### src/rtl/axi_lite_arb_pkg.sv
// Shared types and constants for the two-master AXI-Lite arbiter.
// Holds the FSM state encoding, default bus widths and response codes.
package axi_lite_arb_pkg;

    localparam int DATA_WIDTH_DEF = 32;
    localparam int ADDR_WIDTH_DEF = 8;
    localparam int RESP_WIDTH_DEF = 3;

    localparam logic [RESP_WIDTH_DEF-1:0] RESP_OKAY  = 3'd0;
    localparam logic [RESP_WIDTH_DEF-1:0] RESP_ERROR = 3'd2;

    typedef enum logic [2:0] {
        IDLE,
        WR_ADDR,
        WR_RESP,
        RD_ADDR,
        RD_DATA
    } state_t;

endpackage

### src/rtl/rr_arbiter2.sv
// Two-way round-robin arbiter: combinational one-hot grant, priority pointer
// moves to the other requester whenever the served index is committed.
module rr_arbiter2 (
    input  logic       clk,
    input  logic       rst_n,
    input  logic [1:0] req,
    input  logic       update,
    input  logic       served,
    output logic [1:0] gnt
);

    logic prio;

    always_ff @(posedge clk or negedge rst_n) begin
        if (!rst_n)
            prio <= 1'b0;
        else if (update)
            prio <= ~served;
    end

    always_comb begin
        gnt = '0;
        if (req[0] && (!req[1] || !prio))
            gnt[0] = 1'b1;
        else if (req[1])
            gnt[1] = 1'b1;
    end

endmodule

### src/rtl/axi_lite_arbiter.sv
// Arbitrates two AXI-Lite masters onto one downstream slave port, carrying one
// transaction at a time; after the one-cycle grant all handshakes pass through.
module axi_lite_arbiter
    import axi_lite_arb_pkg::*;
#(
    parameter int DATA_WIDTH = DATA_WIDTH_DEF,
    parameter int ADDR_WIDTH = ADDR_WIDTH_DEF,
    parameter int RESP_WIDTH = RESP_WIDTH_DEF
) (
    input  logic                    axi_aclk,
    input  logic                    axi_aresetn,
    input  logic [ADDR_WIDTH-1:0]   s0_axi_awaddr,
    input  logic                    s0_axi_awvalid,
    output logic                    s0_axi_awready,
    input  logic [DATA_WIDTH-1:0]   s0_axi_wdata,
    input  logic [DATA_WIDTH/8:0]   s0_axi_wstrb,
    input  logic                    s0_axi_wvalid,
    output logic                    s0_axi_wready,
    output logic [RESP_WIDTH-1:0]   s0_axi_bresp,
    output logic                    s0_axi_bvalid,
    input  logic                    s0_axi_bready,
    input  logic [ADDR_WIDTH-1:0]   s0_axi_araddr,
    input  logic                    s0_axi_arvalid,
    output logic                    s0_axi_arready,
    output logic [DATA_WIDTH-1:0]   s0_axi_rdata,
    output logic [RESP_WIDTH-1:0]   s0_axi_rresp,
    output logic                    s0_axi_rvalid,
    input  logic                    s0_axi_rready,
    input  logic [ADDR_WIDTH-1:0]   s1_axi_awaddr,
    input  logic                    s1_axi_awvalid,
    output logic                    s1_axi_awready,
    input  logic [DATA_WIDTH-1:0]   s1_axi_wdata,
    input  logic [DATA_WIDTH/8:0]   s1_axi_wstrb,
    input  logic                    s1_axi_wvalid,
    output logic                    s1_axi_wready,
    output logic [RESP_WIDTH-1:0]   s1_axi_bresp,
    output logic                    s1_axi_bvalid,
    input  logic                    s1_axi_bready,
    input  logic [ADDR_WIDTH-1:0]   s1_axi_araddr,
    input  logic                    s1_axi_arvalid,
    output logic                    s1_axi_arready,
    output logic [DATA_WIDTH-1:0]   s1_axi_rdata,
    output logic [RESP_WIDTH-1:0]   s1_axi_rresp,
    output logic                    s1_axi_rvalid,
    input  logic                    s1_axi_rready,
    output logic [ADDR_WIDTH-1:0]   m0_axi_awaddr,
    output logic                    m0_axi_awvalid,
    input  logic                    m0_axi_awready,
    output logic [DATA_WIDTH-1:0]   m0_axi_wdata,
    output logic [DATA_WIDTH/8:0]   m0_axi_wstrb,
    output logic                    m0_axi_wvalid,
    input  logic                    m0_axi_wready,
    input  logic [RESP_WIDTH-1:0]   m0_axi_bresp,
    input  logic                    m0_axi_bvalid,
    output logic                    m0_axi_bready,
    output logic [ADDR_WIDTH-1:0]   m0_axi_araddr,
    output logic                    m0_axi_arvalid,
    input  logic                    m0_axi_arready,
    input  logic [DATA_WIDTH-1:0]   m0_axi_rdata,
    input  logic [RESP_WIDTH-1:0]   m0_axi_rresp,
    input  logic                    m0_axi_rvalid,
    output logic                    m0_axi_rready
);

    localparam int STRB_WIDTH = DATA_WIDTH / 8 + 1;

    logic [1:0][ADDR_WIDTH-1:0] awaddr_in, araddr_in;
    logic [1:0][DATA_WIDTH-1:0] wdata_in;
    logic [1:0][STRB_WIDTH-1:0] wstrb_in;
    logic [1:0] awvalid_in, wvalid_in, bready_in, arvalid_in, rready_in;

    logic [1:0] s_awready, s_wready, s_bvalid, s_arready, s_rvalid;
    logic [1:0][RESP_WIDTH-1:0] s_bresp, s_rresp;
    logic [1:0][DATA_WIDTH-1:0] s_rdata;

    state_t     state;
    logic       gnt_idx;
    logic       aw_done, w_done;
    logic [1:0] wr_pref;

    logic [1:0] wr_req, rd_req, arb_gnt;
    logic       pick, pick_wr;
    logic       aw_fire, w_fire, b_fire, ar_fire, r_fire, ret_idle;

    assign awaddr_in  = {s1_axi_awaddr,  s0_axi_awaddr};
    assign araddr_in  = {s1_axi_araddr,  s0_axi_araddr};
    assign wdata_in   = {s1_axi_wdata,   s0_axi_wdata};
    assign wstrb_in   = {s1_axi_wstrb,   s0_axi_wstrb};
    assign awvalid_in = {s1_axi_awvalid, s0_axi_awvalid};
    assign wvalid_in  = {s1_axi_wvalid,  s0_axi_wvalid};
    assign bready_in  = {s1_axi_bready,  s0_axi_bready};
    assign arvalid_in = {s1_axi_arvalid, s0_axi_arvalid};
    assign rready_in  = {s1_axi_rready,  s0_axi_rready};

    assign wr_req  = awvalid_in & wvalid_in;
    assign rd_req  = arvalid_in;
    assign pick    = arb_gnt[1];
    // Write/read preference applies only when the winner has both pending.
    assign pick_wr = wr_req[pick] && (!rd_req[pick] || wr_pref[pick]);

    assign aw_fire  = m0_axi_awvalid & m0_axi_awready;
    assign w_fire   = m0_axi_wvalid  & m0_axi_wready;
    assign b_fire   = m0_axi_bvalid  & m0_axi_bready;
    assign ar_fire  = m0_axi_arvalid & m0_axi_arready;
    assign r_fire   = m0_axi_rvalid  & m0_axi_rready;
    assign ret_idle = b_fire | r_fire;

    rr_arbiter2 u_rr (
        .clk    (axi_aclk),
        .rst_n  (axi_aresetn),
        .req    (wr_req | rd_req),
        .update (ret_idle),
        .served (gnt_idx),
        .gnt    (arb_gnt)
    );

    always_ff @(posedge axi_aclk or negedge axi_aresetn) begin
        if (!axi_aresetn) begin
            state   <= IDLE;
            gnt_idx <= 1'b0;
            aw_done <= 1'b0;
            w_done  <= 1'b0;
            wr_pref <= '1;
        end else begin
            unique case (state)
                IDLE: if (|arb_gnt) begin
                    gnt_idx <= pick;
                    aw_done <= 1'b0;
                    w_done  <= 1'b0;
                    state   <= pick_wr ? WR_ADDR : RD_ADDR;
                end
                WR_ADDR: begin
                    if ((aw_done || aw_fire) && (w_done || w_fire))
                        state <= WR_RESP;
                    if (aw_fire) aw_done <= 1'b1;
                    if (w_fire)  w_done  <= 1'b1;
                end
                WR_RESP: if (b_fire) begin
                    state            <= IDLE;
                    wr_pref[gnt_idx] <= 1'b0;
                end
                RD_ADDR: if (ar_fire) state <= RD_DATA;
                RD_DATA: if (r_fire) begin
                    state            <= IDLE;
                    wr_pref[gnt_idx] <= 1'b1;
                end
                default: state <= IDLE;
            endcase
        end
    end

    always_comb begin
        m0_axi_awaddr  = '0;
        m0_axi_awvalid = 1'b0;
        m0_axi_wdata   = '0;
        m0_axi_wstrb   = '0;
        m0_axi_wvalid  = 1'b0;
        m0_axi_bready  = 1'b0;
        m0_axi_araddr  = '0;
        m0_axi_arvalid = 1'b0;
        m0_axi_rready  = 1'b0;
        s_awready = '0;
        s_wready  = '0;
        s_bvalid  = '0;
        s_bresp   = '0;
        s_arready = '0;
        s_rvalid  = '0;
        s_rdata   = '0;
        s_rresp   = '0;
        unique case (state)
            WR_ADDR: begin
                m0_axi_awaddr  = awaddr_in[gnt_idx];
                m0_axi_wdata   = wdata_in[gnt_idx];
                m0_axi_wstrb   = wstrb_in[gnt_idx];
                m0_axi_awvalid = awvalid_in[gnt_idx] & ~aw_done;
                m0_axi_wvalid  = wvalid_in[gnt_idx]  & ~w_done;
                s_awready[gnt_idx] = m0_axi_awready & ~aw_done;
                s_wready[gnt_idx]  = m0_axi_wready  & ~w_done;
            end
            WR_RESP: begin
                m0_axi_bready     = bready_in[gnt_idx];
                s_bvalid[gnt_idx] = m0_axi_bvalid;
                s_bresp[gnt_idx]  = m0_axi_bresp;
            end
            RD_ADDR: begin
                m0_axi_araddr      = araddr_in[gnt_idx];
                m0_axi_arvalid     = arvalid_in[gnt_idx];
                s_arready[gnt_idx] = m0_axi_arready;
            end
            RD_DATA: begin
                m0_axi_rready     = rready_in[gnt_idx];
                s_rvalid[gnt_idx] = m0_axi_rvalid;
                s_rdata[gnt_idx]  = m0_axi_rdata;
                s_rresp[gnt_idx]  = m0_axi_rresp;
            end
            default: ;
        endcase
    end

    assign s0_axi_awready = s_awready[0];
    assign s0_axi_wready  = s_wready[0];
    assign s0_axi_bvalid  = s_bvalid[0];
    assign s0_axi_bresp   = s_bresp[0];
    assign s0_axi_arready = s_arready[0];
    assign s0_axi_rvalid  = s_rvalid[0];
    assign s0_axi_rdata   = s_rdata[0];
    assign s0_axi_rresp   = s_rresp[0];
    assign s1_axi_awready = s_awready[1];
    assign s1_axi_wready  = s_wready[1];
    assign s1_axi_bvalid  = s_bvalid[1];
    assign s1_axi_bresp   = s_bresp[1];
    assign s1_axi_arready = s_arready[1];
    assign s1_axi_rvalid  = s_rvalid[1];
    assign s1_axi_rdata   = s_rdata[1];
    assign s1_axi_rresp   = s_rresp[1];

endmodule

### config.mk
export PLATFORM = sky130hd
export DESIGN_NAME = axi_lite_arbiter
export DESIGN_NICKNAME = d
export VERILOG_FILES = /design/src/rtl/axi_lite_arb_pkg.sv /design/src/rtl/rr_arbiter2.sv /design/src/rtl/axi_lite_arbiter.sv
export SDC_FILE = /design/constraint.sdc
export NUM_CORES = 1
export LEC_CHECK = 0
export CORE_AREA = 2 2 119 121
export DETAILED_ROUTE_END_ITERATION = 12
export DIE_AREA = 0 0 121 123
export DONT_BUFFER_PORTS = 1
export GPL_TIMING_DRIVEN = 0
export SLEW_MARGIN = 20
export SYNTH_ARGS = -nofsm -noshare
export SYNTH_HDL_FRONTEND = slang
export SYNTH_SLANG_ARGS = --single-unit
### constraint.sdc
create_clock -name axi_aclk -period 4.24 [get_ports axi_aclk]
set_clock_uncertainty 0.15 [all_clocks]
set_input_delay 0.848 -clock axi_aclk [delete_from_list [all_inputs] [get_ports axi_aclk]]
set_output_delay 0.848 -clock axi_aclk [all_outputs]
set_load 0.05 [all_outputs]
==> impl_metrics.tcl <==
set metrics [dict create \
    hpwl_um 9217 \
    drc 0 \
    die_area_mm2 0.01488 \
    postCtsSetupBuffers 0 \
    synthAdderAreaFrac_pct 0 \
    core_region_area_mm2 0.01361 \
    die_w_um 121 \
    synth-compound-area-share_pct 7.923 \
    num_rows 43 \
    worst_path_max_delay_cell "nor2_1" \
    grt_max_degree 11 \
    async_flop_share_pct 100.0 \
    yosys.area_share.simple_pct 44.54 \
    synthMuxAreaShare_pct 28.46 \
    startpoint_type "flip-flop" \
    p_per_area_mw_per_mm2 770.1 \
    drv_cap 0 \
    synth_area_mm2 0.002132 \
    synth_edf_count 0 \
    dr.pass1.iters 4 \
    cts_tree "yes" \
    path_buf_inv 2 \
    max_freq_mhz 297.3 \
    insertion_delay_ns 0.24 \
    io_pins 305 \
    ant_nets 0 \
    antenna_cells 0 \
    vias 2365 \
    cts_resized 0 \
    worstHoldPathType "primary input to async pin" \
    tns_ns 0 \
    synth_top_family_by_area "simple AND/OR/NAND/NOR gates" \
    syn_avg_cell_area_um2 7.131 \
    rrSetupSlack_ns 2.24 \
    grt_pass1_wl_um 13190 \
    antenna_found_initial 0 \
    wire_per_inst_um 21.72 \
    crit_family "buffers and inverters" \
    clock-sinks 9 \
    critical_path_class "flip-flop to primary output" \
    peakVddDrop_mv 0.2471 \
    drive_gt1_share_pct 12.21 \
    die_y_um 123 \
    start_util_pct 15.66 \
    total_power_w 0.001911 \
    crit_required_ns 3.24 \
    rsz0062_at_grt "false" \
    drtIter0Drc 83 \
    cts-buffers-inserted 3 \
    place_congestion 0.8257 \
    maxSlewViolCount 0 \
    synth_cells 299 \
    path_clk_slew_ns 0.04 \
    cts_root_buf "clkbuf_16" \
    setup_viol 0 \
    relSlewSlack_pct 29.73 \
    drt_wl_total_um 10490 \
    tightest_slew_ns 1.050 \
    cts_hold_buf 0 \
    synth_fp_nets 460 \
    fill_cells 1541 \
    arrival_ns 2.37 \
    grt_pass1_vias 2078 \
    leakage_nw 1.130 \
    ys_types 41 \
    h-tree-depth 1 \
    final_nets 465 \
    viasPerCell 4.896 \
    cts_max_path_buffers 2 \
    path_cells "buf_6, clkbuf_1, mux2i_1, nor2_1" \
    slowest_delay_ns 0.70 \
    synth_seq_cells 9 \
    finalWorstPathRequiredPeriod_ns 3.364 \
    timing.final.hold_violations 0 \
    yosys_most_used_dff "dfrtp_1" \
    critPathCaptureType "primary output" \
    portBuffers 0 \
    crit_fanout 10 \
    syn2layout_area_growth_pct 16.37 \
    yosysSeqAreaShare_pct 10.68 \
    seq_area_um2 227.7 \
    fin_crit_sh_pct 79.34 \
    yosysWarnings 0 \
    grt.overflow.total 0 \
    synth_xor_area_share_pct 0 \
    track_usage_pct 12.40 \
    multiInputGateArea_mm2 0.001770 \
    outcome "complete, no violations" \
]
[placed cells by master, fill, tap and decap left out, types with 2 or more instances in the layout]
master,instances
nand4_1,2
and2_1,40
o21ai_0,8
buf_4,4
clkbuf_1,13
nor4b_1,2
clkbuf_16,3
buf_2,8
buf_6,4
nor4_4,2
nor3_2,3
nand2b_1,2
inv_1,4
nor2_1,60
nor3_1,2
mux2i_1,58
dfstp_2,2
dfrtp_1,7
o21ai_1,2
nand2_1,6
and3_1,44
a21oi_1,3
nand3_1,3
[power breakdown]
group          leakage (nW)  internal, W  total [W]  switching [W]
combinational         0.985     0.000360    0.00158        0.00121
clock                0.0382     0.000126   0.000171      0.0000450
sequential            0.107     0.000122   0.000165      0.0000425
[through the flow]
| step | hold slack, ns | setup slack, ns | std cells | util [%] | instance area (um2) |
|---|---|---|---|---|---|
| floorplan | 0.3564 | 0.8461 | 299 | - | 2132 |
| global placement | 0.3879 | 0.5268 | 479 | 17.32 | 2357 |
| detailed placement | 0.3976 | 1.112 | 479 | 17.52 | 2385 |
| CTS | 0.1511 | 0.8521 | 483 | 18.10 | 2464 |
| global route | 0.1481 | 0.6915 | 483 | 18.23 | 2481 |
| finish | 0.1541 | 0.8759 | 483 | 18.23 | 2481 |
[synth_stat cells, drive strengths merged, types with 3 or more instances]
cell type  number  area [um2]
nand3           3       15.01
nor2           61       231.5
nand2           6       22.52
clkbuf         12       45.04
nor3            5       25.02
buf            16       115.1
o21ai          10       50.05
and3           44       275.3
and2           40       250.2
a21oi           4       31.28
dfrtp           7       175.2
nor4            3       18.77
mux2i          58       580.6
inv             5       18.76
[logic make-up after synthesis]
logic type / Yosys count
multiplexers: 60
AND/OR/NAND/NOR: 173
AO/OA/AOI/OAI: 24
buffers and inverters: 33
flip-flops: 9
[worst reg2reg max path: stages (launching register included)]
cell	delay, ns
dfrtp_1	0.37
buf_6	0.21
mux2i_1	0.53
nand3b_4	0.29
a21boi_2	0.07
mux2_1	0.31
[per-layer routing]
metal / part of all wire (%) / global-route usage [%] / wire length [um] / vias to the layer above
met5: 0 / 0 / 0 / -
met4: 1.1 / 2.108 / 115 / 0
met3: 8.5 / 2.260 / 891 / 9
met1: 38 / 14.46 / 3950 / 1094
li1: - / - / - / 1047
met2: 53 / 23.77 / 5536 / 215
[final timing paths]
kind | from | to | depth (start not counted)
max | gnt_idx | m0_axi_wdata[26] | 4
min | axi_aresetn | w_done | 0
max reg2reg | gnt_idx | flip-flop | 5
max in group asynchronous | axi_aresetn | async pin | 0
min in group axi_aclk | u_rr.prio | u_rr.prio | 1
min reg2reg | u_rr.prio | u_rr.prio | 1
[cell type report]
type / count / area share (%)
plain buffers: 28 / 6.455
inverters: 5 / 0.7564
clock buffers: 4 / 3.177
multi-input cells: 257 / 71.36
flip-flops and latches: 9 / 9.178
well taps: 180 / 9.077
No activity file was read; power rests on OpenSTA's default activity.
